==> config.mk <==
export PLATFORM = sky130hd
export DESIGN_NAME = pipe_datapath_fetch
export DESIGN_NICKNAME = d
export VERILOG_FILES = /design/src/rtl/pipe_datapath_fetch_pkg.sv /design/src/rtl/pipe_datapath_fetch_skid.sv /design/src/rtl/pipe_datapath_fetch.sv
export SDC_FILE = /design/constraint.sdc
export NUM_CORES = 1
export LEC_CHECK = 0
export ABC_AREA = 1
export CORE_AREA = 3 3 173 175
export DETAILED_ROUTE_END_ITERATION = 7
export DIE_AREA = 0 0 176 178
export SYNTH_ARGS = -nofsm -noshare
export SYNTH_HDL_FRONTEND = slang
export SYNTH_SLANG_ARGS = --single-unit
==> constraint.sdc <==
create_clock -name i_clk -period 2.5 [get_ports i_clk]
set_clock_uncertainty 0.05 [all_clocks]
set_input_delay 0.5 -clock i_clk [delete_from_list [all_inputs] [get_ports i_clk]]
set_output_delay 0.5 -clock i_clk [all_outputs]
set_load 0.03 [all_outputs]
==> src/rtl/pipe_datapath_fetch_pkg.sv <==
// Shared types and helpers for the RV32I fetch stage: PC-source encodings,
// fetch FSM states, PC increment and next-PC select.
package pipe_datapath_fetch_pkg;

  localparam int XLEN = 32;

  localparam logic [1:0] PCSRC_PLUS4  = 2'b00;
  localparam logic [1:0] PCSRC_TARGET = 2'b01;
  localparam logic [1:0] PCSRC_ALU    = 2'b10;

  typedef enum logic [1:0] {
    ST_IDLE = 2'b00,
    ST_WAIT = 2'b01,
    ST_KILL = 2'b10
  } fetch_state_e;

  function automatic logic [XLEN-1:0] pc_plus4(input logic [XLEN-1:0] pc);
    return pc + 32'd4;
  endfunction

  // JALR targets are halfword-aligned by clearing bit 0; 2'b11 falls back to sequential.
  function automatic logic [XLEN-1:0] next_pc_mux(input logic [1:0]      sel,
                                                  input logic [XLEN-1:0] seq_pc,
                                                  input logic [XLEN-1:0] tgt_pc,
                                                  input logic [XLEN-1:0] alu_pc);
    logic [XLEN-1:0] res;
    case (sel)
      PCSRC_TARGET: res = tgt_pc;
      PCSRC_ALU:    res = {alu_pc[XLEN-1:1], 1'b0};
      default:      res = seq_pc;
    endcase
    return res;
  endfunction

endpackage

==> src/rtl/pipe_datapath_fetch_skid.sv <==
// One-entry holding buffer for an instruction response that arrives while
// Decode is stalled. Clear wins over push, push wins over pop.
module pipe_datapath_fetch_skid
  import pipe_datapath_fetch_pkg::*;
(
  input  logic            i_clk,
  input  logic            i_rstn,
  input  logic            i_push,
  input  logic            i_pop,
  input  logic            i_clear,
  input  logic [31:0]     i_instr,
  input  logic [XLEN-1:0] i_pc,
  output logic            o_full,
  output logic [31:0]     o_instr,
  output logic [XLEN-1:0] o_pc
);

  logic            full_r;
  logic [31:0]     instr_r;
  logic [XLEN-1:0] pc_r;

  // Single-entry storage with occupancy flag.
  always_ff @(posedge i_clk or negedge i_rstn) begin
    if (!i_rstn) begin
      full_r  <= 1'b0;
      instr_r <= 32'h0000_0000;
      pc_r    <= '0;
    end else if (i_clear) begin
      full_r <= 1'b0;
    end else if (i_push) begin
      full_r  <= 1'b1;
      instr_r <= i_instr;
      pc_r    <= i_pc;
    end else if (i_pop) begin
      full_r <= 1'b0;
    end
  end

  assign o_full  = full_r;
  assign o_instr = instr_r;
  assign o_pc    = pc_r;

endmodule

==> src/rtl/pipe_datapath_fetch.sv <==
// Fetch stage: owns PCF, runs a single-outstanding req/gnt/rvalid fetch FSM,
// and drives the IF/ID register with Execute-stage redirect and Decode stall/flush.
module pipe_datapath_fetch
  import pipe_datapath_fetch_pkg::*;
#(
  parameter logic [XLEN-1:0] RESET_PC  = 32'h0000_0000,
  parameter logic [31:0]     NOP_INSTR = 32'h0000_0013
) (
  input  logic            i_clk,
  input  logic            i_rstn,
  input  logic [1:0]      i_PCSrcE,
  input  logic [XLEN-1:0] i_dp_PC_Plus_immE,
  input  logic [XLEN-1:0] i_dp_ALU,
  input  logic            i_StallD,
  input  logic            i_FlushD,
  output logic            o_imem_req,
  output logic [XLEN-1:0] o_imem_addr,
  input  logic            i_imem_gnt,
  input  logic            i_imem_rvalid,
  input  logic [31:0]     i_imem_rdata,
  output logic [31:0]     o_InstrD,
  output logic [XLEN-1:0] o_PCD,
  output logic [XLEN-1:0] o_PCPlus4D,
  output logic            o_validD
);

  fetch_state_e    state_r;
  logic [XLEN-1:0] pcf_r;
  logic [XLEN-1:0] pc_pend_r;
  logic            valid_r;
  logic [31:0]     instr_r;
  logic [XLEN-1:0] pcd_r;
  logic [XLEN-1:0] pcp4_r;

  logic            redirect_s;
  logic [1:0]      pc_sel_s;
  logic [XLEN-1:0] pcf_next_s;
  logic            rvalid_wait_s;
  logic            push_s;
  logic            pop_s;
  logic            req_s;
  logic            hs_s;
  logic            skid_full_s;
  logic [31:0]     skid_instr_s;
  logic [XLEN-1:0] skid_pc_s;

  assign redirect_s    = (i_PCSrcE == PCSRC_TARGET) || (i_PCSrcE == PCSRC_ALU);
  assign pc_sel_s      = redirect_s ? i_PCSrcE : PCSRC_PLUS4;
  assign pcf_next_s    = next_pc_mux(pc_sel_s, pc_plus4(pcf_r), i_dp_PC_Plus_immE, i_dp_ALU);
  assign rvalid_wait_s = (state_r == ST_WAIT) && i_imem_rvalid;
  assign push_s        = rvalid_wait_s && i_StallD && !redirect_s;
  assign pop_s         = skid_full_s && !redirect_s && !i_FlushD && !i_StallD;
  assign hs_s          = req_s && i_imem_gnt;

  // Request is blocked during reset, on redirect, while killing, and while the skid holds data.
  always_comb begin
    req_s = 1'b0;
    if (!i_rstn || redirect_s) begin
      req_s = 1'b0;
    end else begin
      case (state_r)
        ST_IDLE: req_s = !skid_full_s;
        ST_WAIT: req_s = i_imem_rvalid && !i_StallD && !skid_full_s;
        ST_KILL: req_s = 1'b0;
        default: req_s = 1'b0;
      endcase
    end
  end

  // Fetch FSM together with PCF and the tag of the outstanding request.
  always_ff @(posedge i_clk or negedge i_rstn) begin
    if (!i_rstn) begin
      state_r   <= ST_IDLE;
      pcf_r     <= RESET_PC;
      pc_pend_r <= '0;
    end else begin
      if (redirect_s || hs_s) begin
        pcf_r <= pcf_next_s;
      end
      if (hs_s) begin
        pc_pend_r <= pcf_r;
      end
      case (state_r)
        ST_IDLE: begin
          if (hs_s) state_r <= ST_WAIT;
        end
        ST_WAIT: begin
          if (redirect_s) begin
            state_r <= i_imem_rvalid ? ST_IDLE : ST_KILL;
          end else if (i_imem_rvalid) begin
            state_r <= hs_s ? ST_WAIT : ST_IDLE;
          end
        end
        ST_KILL: begin
          // The killed response always returns to IDLE so a redirect here cannot strand the FSM.
          if (i_imem_rvalid) state_r <= ST_IDLE;
        end
        default: state_r <= ST_IDLE;
      endcase
    end
  end

  // IF/ID register: redirect > flush > stall > skid > direct response > bubble.
  always_ff @(posedge i_clk or negedge i_rstn) begin
    if (!i_rstn) begin
      valid_r <= 1'b0;
      instr_r <= NOP_INSTR;
      pcd_r   <= '0;
      pcp4_r  <= '0;
    end else if (redirect_s || i_FlushD) begin
      valid_r <= 1'b0;
      instr_r <= NOP_INSTR;
    end else if (i_StallD) begin
      valid_r <= valid_r;
    end else if (skid_full_s) begin
      valid_r <= 1'b1;
      instr_r <= skid_instr_s;
      pcd_r   <= skid_pc_s;
      pcp4_r  <= pc_plus4(skid_pc_s);
    end else if (rvalid_wait_s) begin
      valid_r <= 1'b1;
      instr_r <= i_imem_rdata;
      pcd_r   <= pc_pend_r;
      pcp4_r  <= pc_plus4(pc_pend_r);
    end else begin
      valid_r <= 1'b0;
      instr_r <= NOP_INSTR;
    end
  end

  pipe_datapath_fetch_skid u_skid (
    .i_clk   (i_clk),
    .i_rstn  (i_rstn),
    .i_push  (push_s),
    .i_pop   (pop_s),
    .i_clear (redirect_s),
    .i_instr (i_imem_rdata),
    .i_pc    (pc_pend_r),
    .o_full  (skid_full_s),
    .o_instr (skid_instr_s),
    .o_pc    (skid_pc_s)
  );

  assign o_imem_req  = req_s;
  assign o_imem_addr = pcf_r;
  assign o_InstrD    = instr_r;
  assign o_PCD       = pcd_r;
  assign o_PCPlus4D  = pcp4_r;
  assign o_validD    = valid_r;

endmodule

* Yosys cells after proc, flatten, opt, wreduce, memory -nomap -nowiden *
Cells that the tools add are included.

operators by class
  reduce and logical (&&, ||, !) cells = 24
  muxes and demuxes = 26
  $add $sub $neg = 3
  eq/ne operators = 10
  bitwise gates (word level) = 3

operator list
  kind                     number
  $mux W32                 8
  $add A32 B3 Y32 const B  3
  $pmux W32 S2             1
  $mux W2                  6
  $logic_and A1 B1 Y1      9
  $mux W1                  9
  $eq A2 B1 Y1 const B     3
  $eq A2 B2 Y1 const B     3
  $pmux W2 S3              1
  $reduce_and A3 Y1        2
  $logic_not A1 Y1         5
  $logic_or A1 B1 Y1       4
  $ne A2 B2 Y1 const B     2
  $ne A3 B3 Y1 const B     1
  $not A1 Y1               3
  $reduce_bool A3 Y1       1
  $logic_not A2 Y1         1
  $ne A2 B1 Y1 const B     1
  $pmux W1 S2              1
  $reduce_and A2 Y1        1
  $reduce_bool A2 Y1       1

storage, ports and cells
  bits of input ports = 104
  bits in registers = 228
  output and inout port bits = 130

* Longest topological paths before layout *
Gate-level depths: netlist of the first run.

  word-level depth = 10
  depth in mapped cells = 14
  gate-level depth less buffers = 13

* By module *
A second synthesis of the first run with hierarchy kept.

unflattened totals
  cell total of the unflattened synthesis = 1523
  area total of the unflattened synthesis = 11667.4 µm²

by module, submodules not included
  module                    instances  sequential area each (µm²)  cells an instance  area an instance (µm²)
  pipe_datapath_fetch       1          4032.6                      1240               9080.0
  pipe_datapath_fetch_skid  1          1626.6                      283                2587.5

* Least setup slack after synthesis of the first run *
Ideal clock, no wire load.

  path kind = input to register
  start = input port i_PCSrcE[0]
  end = register pcd_r[4], in the netlist o_PCD[4]
  library setup time = 0.128 ns
  path buffers = 3
  arrival = 1.871 ns
  cell stages on the path = 12
  setup slack = 0.452 ns
  path through = inv_1 ha_1 buf_2 inv_2 nor2_1 inv_1 nor2_2 o21ai_2 inv_2 buf_2 buf_2 a31oi_1

on the way
  word-level cells in the longest chain between the ends = 5
  elaborated cells between the ends (all ways) = 6
  classes of those cells = 2 x eq/ne; 1 x bitwise; 3 x reduce/logical

ends and longest elaborated chain
  item                                          RTL line                    source
  from (decl)                                   pipe_datapath_fetch.sv:11   input logic [1:0] i_PCSrcE,
  $eq A2 B1 Y1 or $eq A2 B2 Y1 (tied branches)  pipe_datapath_fetch.sv:47   assign redirect_s = (i_PCSrcE == PCSRC_TARGET) || (i_PCSrcE == PCSRC_ALU);
  $logic_or A1 B1 Y1 (*)                        pipe_datapath_fetch.sv:47
  $logic_or A1 B1 Y1 (*)                        pipe_datapath_fetch.sv:110  end else if (redirect_s || i_FlushD) begin
  $not A1 Y1 (no line) (*)                      -
  $reduce_and A3 Y1 (no line) (*)               -
  to (signal assigned)                          pipe_datapath_fetch.sv:118  pcd_r <= skid_pc_s;
  to (signal assigned)                          pipe_datapath_fetch.sv:123  pcd_r <= pc_pend_r;
  to (decl)                                     pipe_datapath_fetch.sv:32   logic [XLEN-1:0] pcd_r;

Mark *: on every way between the ends. The rest lies on a longest branch, timed or not.
A chain may end at the register's enable or synchronous reset.

* Worst setup path in the final report of the first run *
  start = input port i_rstn
  end = output port o_imem_req

on the way
  word-level cells in the longest chain between the ends = 3

ends and longest elaborated chain
  item                        RTL line                   source
  from (decl)                 pipe_datapath_fetch.sv:10  input logic i_rstn,
  $logic_not A1 Y1 (no line)  -
  $logic_or A1 B1 Y1          pipe_datapath_fetch.sv:58  if (!i_rstn || redirect_s) begin
  $mux W1                     pipe_datapath_fetch.sv:58
  to (decl)                   pipe_datapath_fetch.sv:16  output logic o_imem_req,

Every way passes these cells.

==> out/metrics.yaml, run 1 <==
status:
  status: "completed"
detailed_routing:
  vias: 10300
  drt-initial-drc-count: 761
  viasPerCell: 4.92
  ant_nets: 0
  wl_per_cell_um: 15.6
  finalWirelength_um: 32600
  drc: 0
  first_pass_iters: 5
floorplan:
  die_w_um: 176
  dieArea_sq_um: 31300
  rows: 62
  die_y_um: 178
  initial_core_util: 0.398
  io_pins: 234
  core_region_area_sq_um: 28600
timing:
  period_share: 0.951
  fin_crit_ns: 2.38
  slew_headroom: 0.510
  postLayoutSetupSlackWorst_ns: 0.122
  drv_slew: 0
  worst_pin_slew_ns: 0.734
  grt_setup_unrepaired: "false"
  finalSetupTns_ns: 0
  fmax_ghz: 0.421
  setup_violations: 0
  hold_viol: 0
critical_path:
  path_cells: "dlygate4sd3_1 -> buf_12 -> nand2_1 -> nor2_2 -> and2_1 -> buf_4"
  arrival_ns: 1.83
  crit_path_end_kind: "output port"
  rrSetupSlack_ns: 0.32
  critPathMaxStageDelay_ns: 0.59
  cpMaxStageDelayCell: "dlygate4sd3_1"
  path_class: "primary input to output port"
  crit_path_start_kind: "primary input"
  required_ns: 1.95
  crit_fanout: 27
yosys:
  synthTopCellsByArea: "dfrtp_1, nand2_1, o21ai_0"
  synth_edf_count: 0
  synth_top_area_cell: "dfrtp_1"
  synthAdderAreaFrac: 0.00440
  synth-main-ff-cell: "dfrtp_1"
  seq_area_frac_synth: 0.497
  synth_compound_area_frac: 0.126
  async_reset_ff_frac: 1.00
  synthMuxAreaShare: 0.0267
  synth.distinct_cells: 41
  synth_top_area_share: 0.490
  synth_area_sq_um: 11400
  ys_ff_latch: 226
  synth_top_family_by_area: "simple AND/OR/NAND/NOR gates"
  synth_simple_gate_area_frac: 0.264
  yosys_warnings: 0
  syn_nets: 1536
  syn_avg_cell_area_sq_um: 7.97
  synthCells: 1428
  synth_xor_area_frac: 0.0100
clock_network:
  cts_setup_buffers: 0
  cts_made_buffers: 26
  cts_tree: "built"
  clock_latency_ns: 0.53
  htree_num_levels: 1
  cts_max_path_buffers: 3
  cts-root-buf: "clkbuf_16"
  cts.sinks: 226
  clk_pin_slew_ns: 0.06
cells_and_area:
  drive_gt1_frac: 0.117
  area_growth_syn_to_layout_pct: 35.9
  fillers: 2705
  final_util: 0.540
  nNetsFinal: 1792
  diodes: 0
  finish.instance_area_sq_um: 15500
global_routing:
  track_usage: 0.208
  grt_max_degree: 135
  grt_pass1_wl_um: 52900
  grt_pass1_vias: 9969
  grt_overflow: 0
  antenna_found_initial: 0
job:
  maxCapViolations: 0
power_and_ir_drop:
  peakVddDrop_mv: 0.456
  p_leak_nw: 7.01
  powerDensity_nw_per_um2: 893
place:
  dp_slack_ns: -0.0769
  place_area_sq_um: 14500
  gp_congestion: 0.908
  port_buffers: 232
  dpl.hpwl_um: 24300
min_path:
  hp-class: "primary input to async pin"
[power by group]
| part | switching, mW | internal (mW) |
|---|---|---|
| Combinational | 2.67 | 1.81 |
| Sequential | 0.740 | 4.64 |
| Clock | 1.49 | 2.46 |
| Total | 4.89 | 8.91 |
[metrics by stage]
stage	cells	hold WS, ns	total power, mW
CTS	2088	0.377	14.0
floorplan	1428	0.154	7.92
finish	2088	0.387	13.8
detailed placement	2039	0.324	9.94
global placement	2039	0.325	9.84
global route	2088	0.381	14.7
[synthesized netlist by cell type (18+ instances only)]
| cell | n |
|---|---|
| clkbuf_1 | 41 |
| mux2_2 | 27 |
| a21oi_1 | 60 |
| nor3_1 | 46 |
| o21ai_0 | 136 |
| nand2_1 | 417 |
| buf_2 | 18 |
| nand2_2 | 21 |
| nor2_1 | 123 |
| inv_1 | 120 |
| nand3_1 | 64 |
| dfrtp_1 | 223 |
[final timing paths]
path	startpoint	end	cells after the start
setup / recovery	i_rstn	o_imem_req	6
hold / removal	i_rstn	o_InstrD[11]	2
setup reg to reg	u_skid.o_full	o_PCPlus4D[31]	13
hold reg to reg	o_PCD[22]	o_PCD[22]	2
max in group asynchronous	i_rstn	o_imem_addr[7]	3
min in group i_clk	o_PCD[22]	o_PCD[22]	2
[cell usage in the layout (no fill, tap or decap), drive strengths merged, types with 2 or more instances in the layout]
master,instances
a21oi,60
a221o,10
a221oi,7
a22o,7
a31oi,9
and2,2
buf,68
bufinv,3
clkbuf,39
clkdlybuf4s50,230
clkinv,5
dfrtp,223
dfstp,3
ha,4
inv,124
mux2,27
nand2,438
nand3,66
nand4,9
nor2,145
nor3,46
o211ai,9
o21a,3
o21ai,140
o22ai,3
o31ai,2
or2,3
xnor2,2
xor2,11
[worst max-delay path, delay by kind of cell]
kind / cells / cell delay [ns]
buffers and inverters: 3 / 0.97
AND/OR/NAND/NOR: 3 / 0.34
[timing repair]
item                                    in CTS  in global routing
hold buffers                                 1                  0
resized for setup                            1                  6
endpoints found under the hold margin       23                  0
endpoints found under the setup margin       1                  1
[final cells by class]
cell class                      count  area (sq um)  area share
Sequential cell                   226          5660       0.366
Inverter                          124           465      0.0301
Clock inverter                      9           123     0.00793
Clock buffer                       39           781      0.0505
Multi-Input combinational cell   1007          4950       0.320
Tap cell                          384           480      0.0311
Timing Repair Buffer              299          3010       0.194
[per-layer routing]
layer  share of wire  routed length (um)  vias up  GRT usage
met5               0                   0        -          0
li1                -                   -     5165          -
met2            0.45               14700      283      0.333
met3           0.060                1950       38     0.0404
met4           0.016                 536        0     0.0472
met1            0.47               15500     4781      0.294
[sequential cells by signal, indices dropped and copies added, names as in the netlist]
name and cells:
pc_pend_r 32, u_skid.o_pc 32, o_PCPlus4D 30, o_validD 1, state_r 2, o_PCD 32, o_InstrD 32, o_imem_addr 32
u_skid.o_instr 32, u_skid.o_full 1
[cells by family after synthesis]
logic type / after synthesis
buffers and inverters: 195
multiplexers: 27
XOR/XNOR: 13
flip-flops: 226
AND/OR/NAND/NOR: 710
adder cells (fa/ha/maj): 4
AO/OA/AOI/OAI: 253
(Power assumes the default switching activity.)
==> run 2, diff against run 1 <==
- RECOVER_POWER: default -> 100
==> run 2 against run 1 <==
Against the previous run:
- non-clock buffer count stayed put
- highest routed layer unchanged
- power is 1.7% lower
- flip-flop and latch count stayed put
- worst hold slack worse by 0.0042 ns
- cell count stayed put
- sequential share of layout area is 0.41 points higher
- via count hardly changed
==> out/metrics.yaml, run 2 (synthesized netlist as in run 1, its figures left out) <==
status:
  status: "completed"
clock_network:
  cts.sinks: 226
  cts_max_path_buffers: 3
  cts-root-buf: "clkbuf_16"
  clk_pin_slew_ns: 0.06
  clock_latency_ns: 0.53
  cts_made_buffers: 26
  cts_setup_buffers: 0
  cts_tree: "built"
  htree_num_levels: 1
critical_path:
  crit_buf_inv: 1
  reg2reg_from: "u_skid.o_full"
  critPathMaxStageDelay_ns: 0.80
  worst_r2r_endpoint: "o_PCPlus4D[31]"
  crit_path_start_kind: "flop"
  path_cells: "dlygate4sd3_1"
  crit_fanout: 6
  arrival_ns: 1.84
  crit_path_end_kind: "output port"
  rrSetupSlack_ns: 0.31
  cpMaxStageDelayCell: "dlygate4sd3_1"
  path_class: "flop to output port"
  required_ns: 1.95
  reg2reg_depth: 13
  path_delay_family: "buffers and inverters"
timing:
  finalSetupTns_ns: 0
  worst_pin_slew_ns: 1.47
  period_share: 0.956
  setup_violations: 0
  hold_viol: 0
  drv_slew: 0
  slew_headroom: 0.0203
  fin_crit_ns: 2.39
  grt_setup_unrepaired: "false"
  fmax_ghz: 0.419
  postLayoutSetupSlackWorst_ns: 0.111
detailed_routing:
  finalWirelength_um: 32700
  vias: 10300
  viasPerCell: 4.91
  first_pass_iters: 5
  ant_nets: 0
  drc: 0
  wl_per_cell_um: 15.7
  drt-initial-drc-count: 730
global_routing:
  grt_pass1_vias: 9969
  grt_overflow: 0
  grt_pass1_wl_um: 52900
  track_usage: 0.208
  antenna_found_initial: 0
  grt_max_degree: 135
place:
  gp_congestion: 0.908
  dpl.hpwl_um: 24300
  port_buffers: 232
  dp_slack_ns: -0.0769
floorplan:
  io_pins: 234
  core_region_area_sq_um: 28600
  dieArea_sq_um: 31300
  rows: 62
  die_w_um: 176
  die_y_um: 178
  initial_core_util: 0.398
cells_and_area:
  layout_commonest_cell: "nand2_1"
  diodes: 0
  final_util: 0.534
  drive_gt1_frac: 0.104
  fillers: 2736
  final_cell_mix: "nand2_1, dfrtp_1, o21ai_0"
  nNetsFinal: 1792
  area_growth_syn_to_layout_pct: 34.4
power_and_ir_drop:
  switching_share: 0.358
  power.share.sequential: 0.395
  internal-power_mw: 8.71
  p_sw_mw: 4.86
  powerDensity_nw_per_um2: 888
  power.share.clock: 0.290
  p_leak_nw: 7.20
  comb_power_share: 0.315
  peakVddDrop_mv: 0.454
min_path:
  hp-class: "primary input to async pin"
job:
  maxCapViolations: 0
==> run 2: power groups by stage <==
stage                     sequential, mW  combinational (mW)  clock [mW]
final                               5.36                4.27        3.94
after global routing                5.51                4.72        4.19
after CTS                           5.39                4.52        4.05
after detailed placement            5.44                4.50           0
after global placement              5.41                4.43           0
after floorplan                     6.17                1.75           0
==> run 2: timing repair <==
item                                   CTS  global route
hold buffers                             1             0
endpoints found under the hold margin   23             0
pin swaps                                0             0
resized for setup                        1             6
setup endpoints to repair                1             1
==> run 2: layout make-up <==
cell class                 instances  area [sq um]  share of cell area
clock buffer                      39           781              0.0510
multi-input combinational       1007          4930               0.322
tap                              384           480              0.0314
timing repair buffer             299          2860               0.187
inverter                         124           465              0.0304
clock inverter                     9           123             0.00802
sequential                       226          5660               0.370
==> run 2: how the worst max path moves through the flow <==
stage | start | endpoint | slack [ns] | cells after the start
floorplan | i_PCSrcE[0] | o_PCD[4] | 0.45 | 12
global placement | i_PCSrcE[0] | o_PCPlus4D[12] | -0.04 | 13
finish | o_imem_addr[13] | o_imem_addr[13] | 0.11 | 1
detailed placement | i_PCSrcE[0] | o_PCD[7] | -0.08 | 13
global route | u_skid.o_full | o_imem_req | 0.01 | 6
CTS | u_skid.o_full | o_imem_req | 0.03 | 6
==> run 2: through the flow <==
step / instance area, sq um / hold WS (ns) / instances / power (mW)
after global placement: 14500 / 0.325 / 2039 / 9.84
after global routing: 15300 / 0.378 / 2088 / 14.4
final: 15300 / 0.383 / 2088 / 13.6
after floorplan: 11400 / 0.154 / 1428 / 7.92
after CTS: 15400 / 0.377 / 2088 / 14.0
after detailed placement: 14500 / 0.324 / 2039 / 9.94
==> run 2: routing by layer <==
| metal | GRT usage | up-vias | part of all wire |
|---|---|---|---|
| met3 | 0.0404 | 35 | 0.059 |
| met5 | 0 | - | 0 |
| met1 | 0.294 | 4783 | 0.47 |
| li1 | - | 5165 | - |
| met2 | 0.333 | 275 | 0.46 |
| met4 | 0.0472 | 0 | 0.016 |
==> run 3, diff against run 2 <==
- CORE_AREA: 3 3 173 175 -> 3 3 169 171
- DIE_AREA: 0 0 176 178 -> 0 0 172 174
- PLACE_DENSITY: default -> 0.7
- clock period: 2.5 -> 2 ns (I/O delays scaled with it)
==> run 3 against run 2 <==
Against the previous run:
- the flow now finishes with violations (max-capacitance violations, max-slew violations, negative setup slack)
- clock power increased by 16%
- sequential share of layout area down 1.2 points
- design area grew 3.3%
- die area decreased by 4.5%
- first-iteration DRC count rose by 3.6%
- setup slack lost 0.20 ns
- flip-flop and latch count did not move
- register-to-register slack got worse by 0.28 ns
- wire length grew 1.2%
- critical endpoint is now o_imem_req
==> out/metrics.yaml, run 3 (synthesized netlist as in run 1, its figures left out) <==
floorplan:
  initial_core_util: 0.421
  core_region_area_sq_um: 27000
  rows: 60
  die_w_um: 172
  dieArea_sq_um: 29900
  die_y_um: 174
  io_pins: 234
detailed_routing:
  drc: 0
  ant_nets: 0
  drt-initial-drc-count: 756
  vias: 10700
  finalWirelength_um: 33100
  viasPerCell: 5.11
  first_pass_iters: 5
  wl_per_cell_um: 15.8
cells_and_area:
  layout.cells.non_filler: 2092
  drive_gt1_frac: 0.158
  final_cell_mix: "nand2_1, dfrtp_1, o21ai_0"
  layout_commonest_cell: "nand2_1"
  nNetsFinal: 1841
  final_util: 0.585
  finish.instance_area_sq_um: 15800
  diodes: 0
  area_growth_syn_to_layout_pct: 38.8
clock_network:
  clock_latency_ns: 0.52
  cts_tree: "built"
  cts.sinks: 226
  cts_max_path_buffers: 3
  clk_pin_slew_ns: 0.06
  cts-root-buf: "clkbuf_16"
  hold_buffers: 0
  htree_num_levels: 1
  cts_made_buffers: 25
critical_path:
  path_delay_family: "simple AND/OR/NAND/NOR gates"
  path_class: "flop to output port"
  crit_buf_inv: 2
  crit_end: "o_imem_req"
  reg2reg_depth: 10
  crit_fanout: 3
  critPathMaxStageDelay_ns: 0.36
  crit_path_end_kind: "output port"
  crit_path_start_kind: "flop"
  startpoint: "state_r[0]"
  path_cells: "inv_1 -> nor2_2 -> nand2_2 -> o21ai_2 -> and2_4 -> buf_6"
  arrival_ns: 1.64
  crit_cells: 6
  worst_r2r_endpoint: "o_imem_addr[27]"
  required_ns: 1.55
  cpMaxStageDelayCell: "dfrtp_1"
  rrSetupSlack_ns: 0.03
  reg2reg_from: "u_skid.o_full"
global_routing:
  grt_pass1_wl_um: 53200
  grt_overflow: 0
  track_usage: 0.216
  antenna_found_initial: 0
  grt_max_degree: 155
  grt_pass1_vias: 10200
place:
  port_buffers: 232
  gp_congestion: 0.912
  dpl.hpwl_um: 24600
  place_area_sq_um: 14800
  placedCellCount: 2037
  dp_slack_ns: -0.489
timing:
  worst_pin_slew_ns: 1.79
  hold_viol: 0
  setup_violations: 1
  postLayoutSetupSlackWorst_ns: -0.0876
  fin_crit_ns: 2.09
  period_share: 1.04
  fmax_ghz: 0.479
  drv_slew: 73
  slew_headroom: -0.196
  grt_setup_unrepaired: "true"
power_and_ir_drop:
  power.share.sequential: 0.400
  comb_power_share: 0.328
  p_total_mw: 16.8
  p_sw_mw: 6.18
  peakVddDrop_mv: 0.569
  internal-power_mw: 10.6
  powerDensity_nw_per_um2: 1060
  power.share.clock: 0.272
  p_leak_nw: 7.84
  switching_share: 0.368
status:
  violations: "max-capacitance violations, max-slew violations, negative setup slack"
  status: "complete, but fails checks"
job:
  maxCapViolations: 1
min_path:
  hp-class: "primary input to async pin"
## run 3: cell types whose count changed in the layout (fill, tap and decap cells not counted), moves of 9 or more
cell | before | now
dlygate4sd3_1 | 130 | 0
nand2_1 | 418 | 406
nor2_4 | 9 | 18
clkbuf_1 | 22 | 6
nand2_2 | 20 | 30
dlymetal6s2s_1 | 0 | 10
nor2_1 | 122 | 113
buf_4 | 31 | 94
dlygate4sd2_1 | 0 | 120
buf_12 | 8 | 17
## run 3: cell type report
type / instances / area (sq um)
Clock buffer: 40 / 772
Inverter: 124 / 468
Tap cell: 341 / 427
Fill cell: 2472 / 11200
Clock inverter: 5 / 50.0
Sequential cell: 226 / 5660
Timing Repair Buffer: 349 / 3310
Multi-Input combinational cell: 1007 / 5110
## run 3: stage by stage
stage,hold slack (ns),setup TNS (ns)
2_1_floorplan,0.0544,0
3_3_place_gp,0.416,-79.62
5_1_grt,0.341,-0.584
3_5_place_dp,0.422,-80.52
6_report,0.188,-0.0876
4_1_cts,0.0465,-0.516
## run 3: per-layer routing
| metal | global-route usage | up-vias | share of wire |
|---|---|---|---|
| li1 | - | 5272 | - |
| met1 | 0.311 | 5051 | 0.46 |
| met2 | 0.342 | 311 | 0.46 |
| met3 | 0.0348 | 50 | 0.057 |
| met4 | 0.0572 | 0 | 0.024 |
| met5 | 0 | - | 0 |
## run 3: power groups by stage
stage	Combinational, mW	Clock, mW	Sequential (mW)
4_1_cts	5.47	4.66	6.71
3_3_place_gp	5.75	0	6.76
5_1_grt	6.07	4.84	6.88
2_1_floorplan	2.19	0	7.71
6_report	5.52	4.57	6.72
3_5_place_dp	5.85	0	6.81
## run 3: how the worst min path moves through the flow
stage	from	end	slack (ns)	cells after the start
2_1_floorplan	i_rstn	o_InstrD[10]	0.05	0
3_3_place_gp	u_skid.o_instr[10]	u_skid.o_instr[10]	0.42	2
3_5_place_dp	o_InstrD[29]	o_InstrD[29]	0.42	2
4_1_cts	i_rstn	pc_pend_r[15]	0.05	2
5_1_grt	i_rstn	u_skid.o_instr[14]	0.34	2
6_report	i_rstn	u_skid.o_instr[27]	0.19	2
## run 3: worst register-to-register path: stages (launching register included)
cell and delay, ns:
dfrtp_2 0.45, buf_6 0.15, nor2_4 0.07, nand2_2 0.08, nor2_4 0.10, buf_4 0.12
buf_4 0.11, nand3_4 0.13, buf_4 0.22, nor3_1 0.31, nor2_1 0.07
## run 3: what timing repair did
action / CTS / global route
pin swaps: 1 / 7
setup endpoints to repair: 131 / 79
gates resized for setup: 125 / 59
buffers inserted: 1 / 9
